**src/rtl/stopwatch_core.sv**
```systemverilog
// stopwatch_core
//   MM:SS stopwatch/clock core with a built-in 4-digit multiplexed
//   seven-segment driver. The system clock is divided into 2 Hz and 1 Hz
//   tick enables. In normal mode the time counts up at 1 Hz. In adjust mode
//   the selected field steps at 2 Hz.
//
// Parameters
//   CLK_HZ      system clock frequency; 2 Hz tick period is CLK_HZ/2 clocks
//               (must be even and >= 4)
//   REFRESH_DIV clocks each display digit stays enabled before advancing
//
// Ports
//   clk    in   1  system clock, rising edge
//   reset  in   1  asynchronous active-high reset
//   pause  in   1  level, high freezes mins/secs
//   sel    in   1  adjust field select: 0 = minutes, 1 = seconds
//   adj    in   2  nonzero selects adjust mode
//   mins   out  6  minutes 0..59, binary
//   secs   out  6  seconds 0..59, binary
//   seg    out  8  active-low segments {dp,g,f,e,d,c,b,a}, dp always off
//   an     out  4  active-low digit enables {mins tens, mins ones,
//                  secs tens, secs ones}
//
// Optional feature
//   ADJ_BLINK_EN  when defined, the digits of the field being adjusted are
//                 blanked while phase is high, so that field blinks.

module stopwatch_core #(
  parameter int CLK_HZ      = 100000000,
  parameter int REFRESH_DIV = 100000
) (
  input  logic       clk,
  input  logic       reset,
  input  logic       pause,
  input  logic       sel,
  input  logic [1:0] adj,
  output logic [5:0] mins,
  output logic [5:0] secs,
  output logic [7:0] seg,
  output logic [3:0] an
);

  localparam int HALF  = CLK_HZ / 2;
  localparam int DIV_W = (HALF > 1) ? $clog2(HALF) : 1;
  localparam int REF_W = (REFRESH_DIV > 1) ? $clog2(REFRESH_DIV) : 1;
  localparam logic [DIV_W-1:0] DIV_LAST = DIV_W'(HALF - 1);
  localparam logic [REF_W-1:0] REF_LAST = REF_W'(REFRESH_DIV - 1);

  logic [DIV_W-1:0] divQ, divD;
  logic             phaseQ, phaseD;
  logic [5:0]       minsQ, minsD;
  logic [5:0]       secsQ, secsD;
  logic [REF_W-1:0] refQ, refD;
  logic [1:0]       idxQ, idxD;
  logic [3:0]       anQ, anD;
  logic [7:0]       segQ, segD;

  logic       tick1, tick2, adjMode;
  logic [3:0] digitVal;

  function automatic logic [5:0] inc60(input logic [5:0] v);
    return (v == 6'd59) ? 6'd0 : v + 6'd1;
  endfunction

  function automatic logic [3:0] tensOf(input logic [5:0] v);
    return 4'(v / 6'd10);
  endfunction

  function automatic logic [3:0] onesOf(input logic [5:0] v);
    return 4'(v % 6'd10);
  endfunction

  function automatic logic [6:0] sevenSeg(input logic [3:0] d);
    case (d)
      4'd0:    return 7'b1000000;
      4'd1:    return 7'b1111001;
      4'd2:    return 7'b0100100;
      4'd3:    return 7'b0110000;
      4'd4:    return 7'b0011001;
      4'd5:    return 7'b0010010;
      4'd6:    return 7'b0000010;
      4'd7:    return 7'b1111000;
      4'd8:    return 7'b0000000;
      4'd9:    return 7'b0010000;
      default: return 7'b1111111;
    endcase
  endfunction

  // Free-running tick generator; tick1 fires on every second tick2.
  always_comb begin
    tick2  = (divQ == DIV_LAST);
    tick1  = tick2 & phaseQ;
    divD   = tick2 ? '0 : divQ + DIV_W'(1);
    phaseD = phaseQ ^ tick2;
  end

  // Time update. Adjust mode steps only the selected field with no carry;
  // normal mode carries seconds into minutes and wraps 59:59 to 00:00.
  always_comb begin
    minsD   = minsQ;
    secsD   = secsQ;
    adjMode = |adj;
    if (!pause) begin
      if (adjMode) begin
        if (tick2) begin
          if (sel) secsD = inc60(secsQ);
          else     minsD = inc60(minsQ);
        end
      end else if (tick1) begin
        secsD = inc60(secsQ);
        if (secsQ == 6'd59) minsD = inc60(minsQ);
      end
    end
  end

  // Display multiplexer. an/seg are registered from the current index, so
  // the first digit is driven on the first clock after reset release.
  always_comb begin
    refD = (refQ == REF_LAST) ? '0 : refQ + REF_W'(1);
    idxD = (refQ == REF_LAST) ? idxQ + 2'd1 : idxQ;
    case (idxQ)
      2'd0:    digitVal = onesOf(secsQ);
      2'd1:    digitVal = tensOf(secsQ);
      2'd2:    digitVal = onesOf(minsQ);
      default: digitVal = tensOf(minsQ);
    endcase
    anD  = ~(4'b0001 << idxQ);
    segD = {1'b1, sevenSeg(digitVal)};
`ifdef ADJ_BLINK_EN
    // idxQ[1] set means a minutes digit; blank the field being adjusted.
    if (adjMode && phaseQ && (sel ? !idxQ[1] : idxQ[1])) anD = 4'b1111;
`endif
  end

  // All state registers, cleared asynchronously.
  always_ff @(posedge clk or posedge reset) begin
    if (reset) begin
      divQ   <= '0;
      phaseQ <= 1'b0;
      minsQ  <= 6'd0;
      secsQ  <= 6'd0;
      refQ   <= '0;
      idxQ   <= 2'd0;
      anQ    <= 4'b1111;
      segQ   <= 8'hFF;
    end else begin
      divQ   <= divD;
      phaseQ <= phaseD;
      minsQ  <= minsD;
      secsQ  <= secsD;
      refQ   <= refD;
      idxQ   <= idxD;
      anQ    <= anD;
      segQ   <= segD;
    end
  end

  assign mins = minsQ;
  assign secs = secsQ;
  assign an   = anQ;
  assign seg  = segQ;

endmodule

```
**config.mk**
```make
export PLATFORM = sky130hd
export DESIGN_NAME = stopwatch_core
export DESIGN_NICKNAME = d
export VERILOG_FILES = /design/src/rtl/stopwatch_core.sv
export SDC_FILE = /design/constraint.sdc
export NUM_CORES = 1
export LEC_CHECK = 0
export ABC_AREA = 0
export BUFFER_PORTS_ARGS = -buffer_cell sky130_fd_sc_hd__buf_2
export CAP_MARGIN = 0
export CORE_MARGIN = 2
export CORE_UTILIZATION = 25
export CTS_CLUSTER_SIZE = 25
export DETAILED_ROUTE_END_ITERATION = 16
export PLACE_DENSITY = 0.53
export SLEW_MARGIN = 20
export SYNTH_ARGS = -nofsm -noshare
export SYNTH_HDL_FRONTEND = slang
export SYNTH_SLANG_ARGS = --single-unit
```
**constraint.sdc**
```tcl
create_clock -name clk -period 3.5 [get_ports clk]
set_clock_uncertainty 0.1 [all_clocks]
set_input_delay 0.35 -clock clk [delete_from_list [all_inputs] [get_ports clk]]
set_output_delay 0.35 -clock clk [all_outputs]
set_load 0.02 [all_outputs]
```
==> metrics.csv <==
stage,metric,value,unit
outcome,status,"finished, final reports clean",
synth,"Net Count, Synth",444,
synth,mux cell area share after synthesis,5.04,%
layout,Synth-to-Final Area Change,21.5,%
layout,most frequent cells in the layout,"58 x dfrtp_1, 37 x nor2_1, 31 x nand2_1",
timing,fmax,308,MHz
global_route,met2 Use GR,18.4,%
place,Buffers on Ports,28,
synth,main combinational cell family by area after synthesis,simple AND/OR/NAND/NOR gates,
routing,total routed wirelength,9130,um
power,PD cells,368,nW/um2
timing,Final Setup Violations,0,
floorplan,area of the core,15800,um2
timing,final hold viol count,0,
routing,Via density,4.59,
global_route,initial antenna violation count,0,
setup_path,Worst Setup End Kind,register,
synth,synth warn,0,
routing,drt first pass iters,4,
global_route,M3 GR Usage,3.79,%
flow_run,Max-Cap Viols,0,
routing,Vias,3128,
setup_path,Setup crit start kind,register,
floorplan,row count,46,
setup_path,crit-path max FO,8,
clock_tree,setup bufs post-CTS,0,
timing,Tmin final,3.25,ns
timing,Least-Margin Pin Slew,0.809,ns
synth,Post-Syn Area per Cell,9.54,um2
layout,design area,4860,um2
clock_tree,Num CTS Buffers,9,
routing,DRT iter0 DRCs,196,
floorplan,I/O pin total,30,
floorplan,die width,130,um
floorplan,starting density of the core,25.3,%
synth,"Cell Area, Synth",4000,um2
place,gpl congestion,0.812,
place,DP HPWL,6640,um
timing,unrepaired setup endpoints after global routing,no,
synth,post-synth cell types,56,
timing,final worst slack,0.253,ns
clock_tree,CTS tree,built,
layout,Final Instance Count excl. Fillers,682,
floorplan,full die area,17000,um2
routing,Post-DRT Antenna Nets,0,
clock_tree,Clock Pin Slew Worst Setup and Hold Paths,0.05,ns
timing,setup TNS,0,ns
timing,relative slew slack,46.0,%
layout,fin util,30.8,%
min_path,HP Class,input port to asynchronous set/reset pin,
synth,Post-synth top flop,dfrtp_1,
place,Post-Place Setup Slack,-0.0125,ns
power,peak supply drop,0.000298,V
setup_path,critical path class,register to register,
global_route,largest net degree at the start of global routing,47,
synth,Synth Area in Adders,5.95,%
global_route,GRT Resource Usage Total,11.8,%
clock_tree,later-pin clock latency in the skew report,0.34,ns
routing,Wirelength per Cell,13.4,um
synth,Compound-Gate Fraction of Synth Area,12.1,%
global_route,GR peak layer,met2,
global_route,vias in the first global route,3183,
clock_tree,H-tree lvl count,3,
synth,xor/xnor share of the synthesized area,9.20,%
global_route,first-pass GRT wire length,15700,um
clock_tree,Clock Sinks,69,
setup_path,CP arrival,3.41,ns
clock_tree,Longest Clk Path Bufs,2,
timing,fin crit share,92.8,%
layout,final net count,486,
synth,"Async S/R FF share, synth",100,%
place,cell total after placement,666,
clock_tree,Hold Buf Count CTS,0,
synth,number of synthesized register bits,69,
synth,Mapped Cells,419,
floorplan,die height,130,um
global_route,GR Layer Usage met1,15.4,%
global_route,GR Overflow Total,0,
clock_tree,CTS Root Cell,clkbuf_16,
layout,"commonest non-fill, non-tap cell in the layout",dfrtp_1,
synth,post-synthesis simple-gate area fraction,20.6,%
place,placed instance area,4500,um2
setup_path,flop2flop setup slack,0.25,ns
synth,register area share after synthesis,43.5,%
power,Leak,0.00215,uW
timing,"Slew Viols, Final",0,
setup_path,CP Data Required Time,3.67,ns
synth,Post-synth EDFFs,0,
layout,fraction of layout cells with a size suffix above 1,20.2,%
routing,DR DRC count,0,
layout,Antenna Diode Count,0,
synthesized netlist by cell type (all sizes together), types with 2 or more instances:
| master | count | area (um2) |
|---|---|---|
| o21ai | 22 | 110 |
| a21o | 3 | 22.5 |
| xor2 | 21 | 184 |
| nor2b | 6 | 37.5 |
| or3 | 3 | 23.8 |
| a31oi | 5 | 31.3 |
| xnor2 | 21 | 184 |
| nor2 | 37 | 139 |
| clkbuf | 12 | 45.0 |
| nand2 | 31 | 116 |
| and3 | 11 | 68.8 |
| buf | 2 | 12.5 |
| o31ai | 2 | 15.0 |
| a21oi | 12 | 71.3 |
| dfstp | 11 | 289 |
| nor3 | 12 | 71.3 |
| a221oi | 2 | 17.5 |
| a211oi | 2 | 15.0 |
| inv | 22 | 82.6 |
| o211ai | 3 | 22.5 |
| mux2 | 9 | 101 |
| a211o | 2 | 17.5 |
| nand4 | 13 | 81.3 |
| nor3b | 2 | 15.0 |
| nor4 | 4 | 25.0 |
| or3b | 2 | 17.5 |
| nand2b | 4 | 25.0 |
| nand3b | 2 | 15.0 |
| o2111ai | 3 | 26.3 |
| mux2i | 10 | 100 |
| o22ai | 3 | 18.8 |
| and4 | 2 | 17.5 |
| dfrtp | 58 | 1450 |
| a21boi | 3 | 22.5 |
| nand3 | 28 | 140 |
| ha | 19 | 238 |
| a22o | 2 | 17.5 |
final cells by class:
class | count | area [um2]
Clock inverter | 4 | 72.6
Timing Repair Buffer | 45 | 268
Sequential cell | 69 | 1740
Inverter | 22 | 83.8
Multi-Input combinational cell | 314 | 2190
Clock buffer | 12 | 236
Fill cell | 1657 | 10900
Tap cell | 216 | 270
logic make-up after synthesis:
family                   after synthesis
multiplexers                          19
XOR/XNOR                              42
buffers and inverters                 36
flip-flops                            69
adder cells (fa/ha/maj)               19
AND/OR/NAND/NOR                      161
other                                  1
AO/OA/AOI/OAI                         72
metal layers:
layer  share of wire (%)  vias to the layer above  wire (um)
met5                   0                        -          0
met4                 1.7                        0        157
met3                 5.3                       12        482
met2                  45                       51       4080
met1                  48                     1502       4400
li1                    -                     1563          -
through the flow:
step                      hold slack (ns)  power, uW
after global placement              0.364        837
final                              0.0407       1790
after CTS                           0.174       1820
after floorplan                     0.346        826
after global routing                0.106       1850
after detailed placement            0.367        837
report_power, final:
group          leakage [uW]  internal, uW  switching [uW]
logic               0.00112          3.91            19.3
registers          0.000886           799               0
clock network      0.000147           623             341
total               0.00215          1430             361
sequential cells by signal, summed over array words and instances, names as in the netlist:
| name | count |
|---|---|
| an | 4 |
| divQ | 26 |
| mins | 6 |
| idxQ | 2 |
| secs | 6 |
| phaseQ | 1 |
| seg | 7 |
| refQ | 17 |
worst max-delay path: stages, from the launching register on:
cell      delay, ns
dfrtp_1        0.41
inv_1          0.10
ha_2           0.25
mux2_2         0.37
inv_2          0.12
ha_4           0.19
inv_1          0.06
a21oi_1        0.12
o21ai_0        0.08
o311ai_0       0.09
o21ai_0        0.15
ha_1           0.23
nor2_1         0.09
o21ai_0        0.08
a211o_1        0.39
a21boi_1       0.18
a21oi_1        0.16
final timing paths:
| path | end | cells past startpoint | start |
|---|---|---|---|
| min in group clk | mins[2]$_DFFE_PP0P_ | 4 | pause |
| max reg2reg | seg[3]$_DFF_PP1_ | 16 | idxQ[0]$_DFFE_PP0N_ |
| min reg2reg | refQ[4]$_DFF_PP0_ | 1 | refQ[4]$_DFF_PP0_ |
| max | seg[3]$_DFF_PP1_ | 16 | idxQ[0]$_DFFE_PP0N_ |
| min | divQ[13]$_DFF_PP0_ | 2 | reset |
| max in group asynchronous | seg[4]$_DFF_PP1_ | 3 | reset |
timing repair:
action,CTS,global route
resized for setup,1,9
endpoints found under the setup margin,4,7
pin swaps,0,1
No activity file was read; power rests on OpenSTA's default activity.
